### src/rtl/flex_counter_pkg.sv
// Shared types and default widths for the flex up/down counter family.
package flex_counter_pkg;

  typedef enum logic {
    CNT_UP   = 1'b0,
    CNT_DOWN = 1'b1
  } cnt_dir_t;

  typedef enum logic {
    CNT_WRAP = 1'b0,
    CNT_SAT  = 1'b1
  } cnt_mode_t;

  localparam int unsigned DEF_NUM_CNT_BITS  = 4;
  localparam int unsigned DEF_WRAP_CNT_BITS = 8;

endpackage

### src/rtl/flex_wrap_tally.sv
// Saturating tally of wrap/saturate-hit events, used only with FLEX_CNT_WRAP_TALLY_EN.
module flex_wrap_tally
  import flex_counter_pkg::*;
#(
  parameter int unsigned WRAP_CNT_BITS = DEF_WRAP_CNT_BITS
) (
  input  logic                     clk,
  input  logic                     rst,
  input  logic                     clear_i,
  input  logic                     inc_i,
  output logic [WRAP_CNT_BITS-1:0] count_o
);

  logic [WRAP_CNT_BITS-1:0] tally_q, tally_d;

  always_comb begin
    tally_d = tally_q;
    if (clear_i) begin
      tally_d = '0;
    end else if (inc_i && (tally_q != '1)) begin
      tally_d = tally_q + {{(WRAP_CNT_BITS-1){1'b0}}, 1'b1};
    end
  end

  always_ff @(posedge clk) begin
    if (rst) begin
      tally_q <= '0;
    end else begin
      tally_q <= tally_d;
    end
  end

  assign count_o = tally_q;

endmodule

### src/rtl/flex_counter_ud.sv
// Up/down counter with run-time terminal, wrap/saturate mode, parallel load and
// registered terminal flag / wrap pulse. FLEX_CNT_WRAP_TALLY_EN adds wrap_count.
module flex_counter_ud
  import flex_counter_pkg::*;
#(
  parameter int unsigned NUM_CNT_BITS  = DEF_NUM_CNT_BITS,
  parameter int unsigned WRAP_CNT_BITS = DEF_WRAP_CNT_BITS
) (
  input  logic                     clk,
  input  logic                     rst,
  input  logic                     clear,
  input  logic                     count_enable,
  input  logic                     count_down,
  input  logic                     saturate,
  input  logic                     load_en,
  input  logic [NUM_CNT_BITS-1:0]  load_val,
  input  logic [NUM_CNT_BITS-1:0]  rollover_val,
`ifdef FLEX_CNT_WRAP_TALLY_EN
  output logic [WRAP_CNT_BITS-1:0] wrap_count,
`endif
  output logic [NUM_CNT_BITS-1:0]  count_out,
  output logic                     rollover_flag,
  output logic                     wrap_pulse
);

  localparam logic [NUM_CNT_BITS-1:0] ONE = {{(NUM_CNT_BITS-1){1'b0}}, 1'b1};

  if ((NUM_CNT_BITS < 2) || (NUM_CNT_BITS > 32) || (WRAP_CNT_BITS < 1)) begin : g_bad_width
    $error("flex_counter_ud: width parameter out of range");
  end

  cnt_dir_t                dir;
  cnt_mode_t               mode;
  logic [NUM_CNT_BITS-1:0] count_q, count_d, terminal;
  logic                    flag_q, flag_d;
  logic                    pulse_q, pulse_d;
  logic                    sat_q, sat_d;

  assign dir  = cnt_dir_t'(count_down);
  assign mode = cnt_mode_t'(saturate);

  // sat_q remembers that the last step was a saturate hit, so only the first
  // arrival at the terminal pulses; any other count change re-arms it.
  always_comb begin
    count_d = count_q;
    pulse_d = 1'b0;
    sat_d   = sat_q;
    if (clear) begin
      count_d = '0;
      sat_d   = 1'b0;
    end else if (load_en) begin
      count_d = (load_val > rollover_val) ? rollover_val : load_val;
      sat_d   = 1'b0;
    end else if (count_enable) begin
      sat_d = 1'b0;
      if (rollover_val == '0) begin
        count_d = '0;
      end else if (dir == CNT_UP) begin
        if (count_q < rollover_val) begin
          count_d = count_q + ONE;
        end else if (mode == CNT_WRAP) begin
          count_d = ONE;
          pulse_d = 1'b1;
        end else begin
          count_d = rollover_val;
          pulse_d = !sat_q;
          sat_d   = 1'b1;
        end
      end else begin
        if (count_q > ONE) begin
          count_d = count_q - ONE;
        end else if (mode == CNT_WRAP) begin
          count_d = rollover_val;
          pulse_d = 1'b1;
        end else begin
          count_d = ONE;
          pulse_d = !sat_q;
          sat_d   = 1'b1;
        end
      end
    end
    terminal = (dir == CNT_UP) ? rollover_val : ONE;
    flag_d   = !clear && (rollover_val != '0) && (count_d == terminal);
  end

  always_ff @(posedge clk) begin
    if (rst) begin
      count_q <= '0;
      flag_q  <= 1'b0;
      pulse_q <= 1'b0;
      sat_q   <= 1'b0;
    end else begin
      count_q <= count_d;
      flag_q  <= flag_d;
      pulse_q <= pulse_d;
      sat_q   <= sat_d;
    end
  end

  assign count_out     = count_q;
  assign rollover_flag = flag_q;
  assign wrap_pulse    = pulse_q;

`ifdef FLEX_CNT_WRAP_TALLY_EN
  flex_wrap_tally #(
    .WRAP_CNT_BITS(WRAP_CNT_BITS)
  ) u_tally (
    .clk    (clk),
    .rst    (rst),
    .clear_i(clear),
    .inc_i  (pulse_d),
    .count_o(wrap_count)
  );
`endif

endmodule

### config.mk
export PLATFORM = sky130hd
export DESIGN_NAME = flex_counter_ud
export DESIGN_NICKNAME = d
export VERILOG_FILES = /design/src/rtl/flex_counter_pkg.sv /design/src/rtl/flex_wrap_tally.sv /design/src/rtl/flex_counter_ud.sv
export SDC_FILE = /design/constraint.sdc
export NUM_CORES = 1
export LEC_CHECK = 0
export BUFFER_PORTS_ARGS = -buffer_cell sky130_fd_sc_hd__buf_2
export CAP_MARGIN = 15
export CORE_MARGIN = 5
export CORE_UTILIZATION = 30
export CTS_BUF_LIST = sky130_fd_sc_hd__clkbuf_4 sky130_fd_sc_hd__clkbuf_8 sky130_fd_sc_hd__clkbuf_16
export CTS_CLUSTER_DIAMETER = 150
export DETAILED_ROUTE_END_ITERATION = 7
export SLEW_MARGIN = 20
export SYNTH_ARGS = -nofsm -noshare
export SYNTH_HDL_FRONTEND = slang
export SYNTH_SLANG_ARGS = --single-unit
### constraint.sdc
create_clock -name clk -period 2 [get_ports clk]
set_input_delay 0 -clock clk [delete_from_list [all_inputs] [get_ports clk]]
set_output_delay 0 -clock clk [all_outputs]
set_load 0.02 [all_outputs]
==> key figures <==
Status
  • Result of the run: finished with violations
  • Violations in the final reports: setup timing

Place
  • Detailed-placement wirelength estimate: 2900 um
  • Port Buf Inserts: 20
  • Weighted congestion reported at the end of routability-driven placement: around 0.95
  • Worst Setup Slack post-DPL: -0.2214 ns

Logic synthesis
  • Ys async rst share: 0%
  • Top cell types by occurrence after synthesis: sky130_fd_sc_hd__nor2_1 (15), sky130_fd_sc_hd__ha_1 (10), sky130_fd_sc_hd__inv_1 (9)
  • Largest cells by area after synthesis: sky130_fd_sc_hd__dfxtp_1 (13%), sky130_fd_sc_hd__ha_1 (12%), sky130_fd_sc_hd__nor2_1 (5.3%)
  • Synth cell types: 47
  • Count of flip-flops with a built-in enable after synthesis: 0
  • Fraction of the yosys area taken by sequential cells: a little over an eighth
  • Count of state elements after synthesis: 7
  • Synth top area share: a little over an eighth
  • Most common flop cell mapped by yosys: sky130_fd_sc_hd__dfxtp_1
  • Netlist area before placement: between 0.001 and 0.0015 sq mm
  • Post-synth top area cell: sky130_fd_sc_hd__dfxtp_1
  • Instance count of the mapped netlist: between 100 and 150
  • Most instantiated library cell after synthesis: sky130_fd_sc_hd__nor2_1
  • Syn_area_per_cell: around 7.7 sq um
  • Syn nets: 164
  • Total number of yosys warnings: 0

Power
  • Sequential cell fraction of total power: between 20 and 25%
  • Proportion of power drawn by combinational gates: about 56%
  • P_leak: ~0.74 nW
  • P_int: 438.3 uW
  • Switching part of the total power: roughly two fifths
  • Switching power: between 200 and 300 uW
  • P per Cell Area: around 420 mW/mm^2
  • Worst IR Drop VDD: 0.0001585 V
  • Total Power Consumption: roughly 710 uW
  • Share of total power in the clock network: approximately 22%

Flow run
  • Max_cap viols: 0

Global routing
  • Combined global-route utilization of all metal layers: 15.84%
  • Global routing usage on met2: between 20% and 30%
  • Largest net degree at the start of global routing: 19
  • Global-route wire length before repair: between 6000 and 7000 um
  • Number of antenna violations at the first check in global routing: 0
  • Via count of the first global-routing pass: between 1000 and 1500
  • Met1 capacity usage during global routing: between 20% and 30%
  • GRT Max-Usage Layer: met2
  • Met3 routing resource usage after global routing: under 10%
  • Overflow after GRT: 0

Worst setup path
  • Data arrival time at the worst-slack endpoint: between 2 and 2.5 ns
  • Worst-path fanout max: 6
  • Cell family contributing the most delay on the critical path: simple AND/OR/NAND/NOR gates
  • Max incr delay on CP: roughly 0.41 ns
  • Crit. End Element: flop
  • Slowest cell on crit path: sky130_fd_sc_hd__or4_1
  • Reg2Reg Capture Point: rollover_flag
  • Critical path startpoint category: flop
  • Buffer and inverter count on the worst path: 0
  • Worst path required time: about 2.2 ns
  • WS Path Type: reg -> reg
  • Reg-to-Reg Start: count_out[1]
  • List of cells traversed by the critical path: ha_4 -> nand3_2 -> a21o_4 -> and3_4 -> o311a_1 -> or4_1 -> o211ai_1 -> nor4_2
  • Number of cells traversed by the worst register-to-register path: 8
  • R2r setup slk: -0.11 ns

Floorplan
  • Effective utilization at floorplan: between 30% and 40%
  • Area of the die: between 0.004 and 0.005 sq mm
  • Top Ports: 21
  • Placeable core area: approximately 0.0034 sq mm
  • Die Y: 69.79 um
  • Die W: approximately 70 um
  • Number of placement rows: 21

STA
  • Highest attainable clock frequency: ~0.47 GHz
  • Max-slew violations: 0
  • Count of final hold-check violations: 0
  • Fin worst setup slack: -0.1135 ns
  • Clock skew after layout: between 0.0002 and 0.0003 ns
  • Tightest slew margin relative to the limit: between 70% and 80%
  • Actual transition at the worst max-transition pin: about 0.41 ns
  • Period utilization: 105.7%
  • Shortest clock period the worst path allows after layout: around 2.1 ns
  • RSZ-0062 raised after global routing: true
  • # setup viols final: 2

Drt
  • Routed Wire Length: between 3000 and 4000 um
  • Starting DRC count in detailed routing: approximately 100
  • Post-DRT Antenna Nets: 0
  • Final routed wire length divided by cell count: between 15 and 20 um
  • DR pass1 iterations: 4
  • Via total after detailed routing: ~1300
  • Number of DRC violations after detailed routing: 0
  • Per-cell via count in the routed design: 5.483

Worst hold path
  • Worst Hold End: sat_q
  • Class of the most critical hold timing path: in -> reg
  • Cell depth of the worst hold path: 3
  • Worst min-delay path startpoint: saturate

Finish
  • Layout Nets: 220
  • Layout overhead on the synthesized area: 60.09%
  • Number of antenna cells inserted: 0
  • Fraction of layout instances using a drive strength above 1: 51.03%

Clock tree
  • TritonCTS clock tree: built
  • Sink count of the clock tree: 7
  • Number of buffers inserted during clock tree synthesis: 3
  • Max clock buf depth: 2
  • Total number of H-tree levels: 1
  • Register clock-pin slew on the reported worst setup and hold paths: around 0.060 ns
  • Clock network latency to the later pin of the worst-skew pair: 0.27 ns
  • Buffer type at the clock tree root: sky130_fd_sc_hd__clkbuf_4
what timing repair did:
action	CTS	global route
resized for setup	9	16
setup buffers	1	3
endpoints found under the setup margin	3	4
pin swaps	2	7
endpoints found under the hold margin	1	0
hold buffers	1	0
cells by family after synthesis:
kind of cell / share of synthesized area [%]
simple gates: 28.82
compound gates: 27.89
buf+inv: 6.650
fa+ha+maj: 11.67
mux: 7.818
flops: 13.07
xor+xnor: 4.085
worst register-to-register path, stage by stage, from the launching register on:
cell and delay [ns]:
sky130_fd_sc_hd__dfxtp_4 0.37, sky130_fd_sc_hd__ha_4 0.27, sky130_fd_sc_hd__nand3_2 0.08, sky130_fd_sc_hd__a21o_4 0.22
sky130_fd_sc_hd__and3_4 0.18, sky130_fd_sc_hd__o311a_1 0.29, sky130_fd_sc_hd__or4_1 0.41, sky130_fd_sc_hd__o211ai_1 0.12
sky130_fd_sc_hd__nor4_2 0.07
how the worst max path moves through the flow:
stage	startpoint	endpoint	depth (start not counted)
CTS	count_out[1]	rollover_flag	9
global placement	count_out[1]	rollover_flag	9
global route	count_out[3]	rollover_flag	8
finish	count_out[1]	rollover_flag	8
floorplan	count_out[3]	rollover_flag	9
detailed placement	rollover_val[1]	rollover_flag	10
per-stage QoR:
stage	cell area, sq um	utilization, %	instances	hold WS [ns]	setup TNS [ns]
6_report	1717	50.65	240	0.1390	-0.1659
5_1_grt	1717	50.65	240	0.1472	-0.3446
3_3_place_gp	1529	45.11	231	0.1867	-0.2418
4_1_cts	1627	47.99	237	0.1405	-0.2058
2_1_floorplan	1149	-	139	0.06270	-0.1067
3_5_place_dp	1529	45.11	231	0.1910	-0.2988
state kept, by name, summed over array words and instances, names as in the netlist:
name and cells:
rollover_flag 1, sat_q 1, count_out 4, wrap_pulse 1
layout make-up:
cell class                 count  area (sq um)
clock buffer                   4         30.03
timing repair buffer          58         400.4
inverter                       9         38.79
fill                         323          1673
sequential                     7         152.6
tap                           46         57.56
multi-input combinational    116          1037
metal layers:
metal  share of wire (%)  routed length, um
met1                  42               1635
met2                  50               1976
met3                 5.5                217
met4                 2.5                 99
met5                   0                  0
power groups by stage:
stage	clock [mW]	sequential (mW)	combinational, mW
2_1_floorplan	0	0.163	0.195
3_3_place_gp	0	0.155	0.341
3_5_place_dp	0	0.155	0.347
4_1_cts	0.156	0.153	0.367
5_1_grt	0.167	0.155	0.434
6_report	0.157	0.155	0.402
placed cells by master, fill, tap and decap left out, drive strengths merged, types with 6 or more instances in the layout:
master / instances
nor2: 15
ha: 10
a21oi: 6
inv: 9
nand2: 8
dfxtp: 7
nand3: 6
buf: 57
nor3: 8
Note: power is estimated with default switching activity, not from simulation.
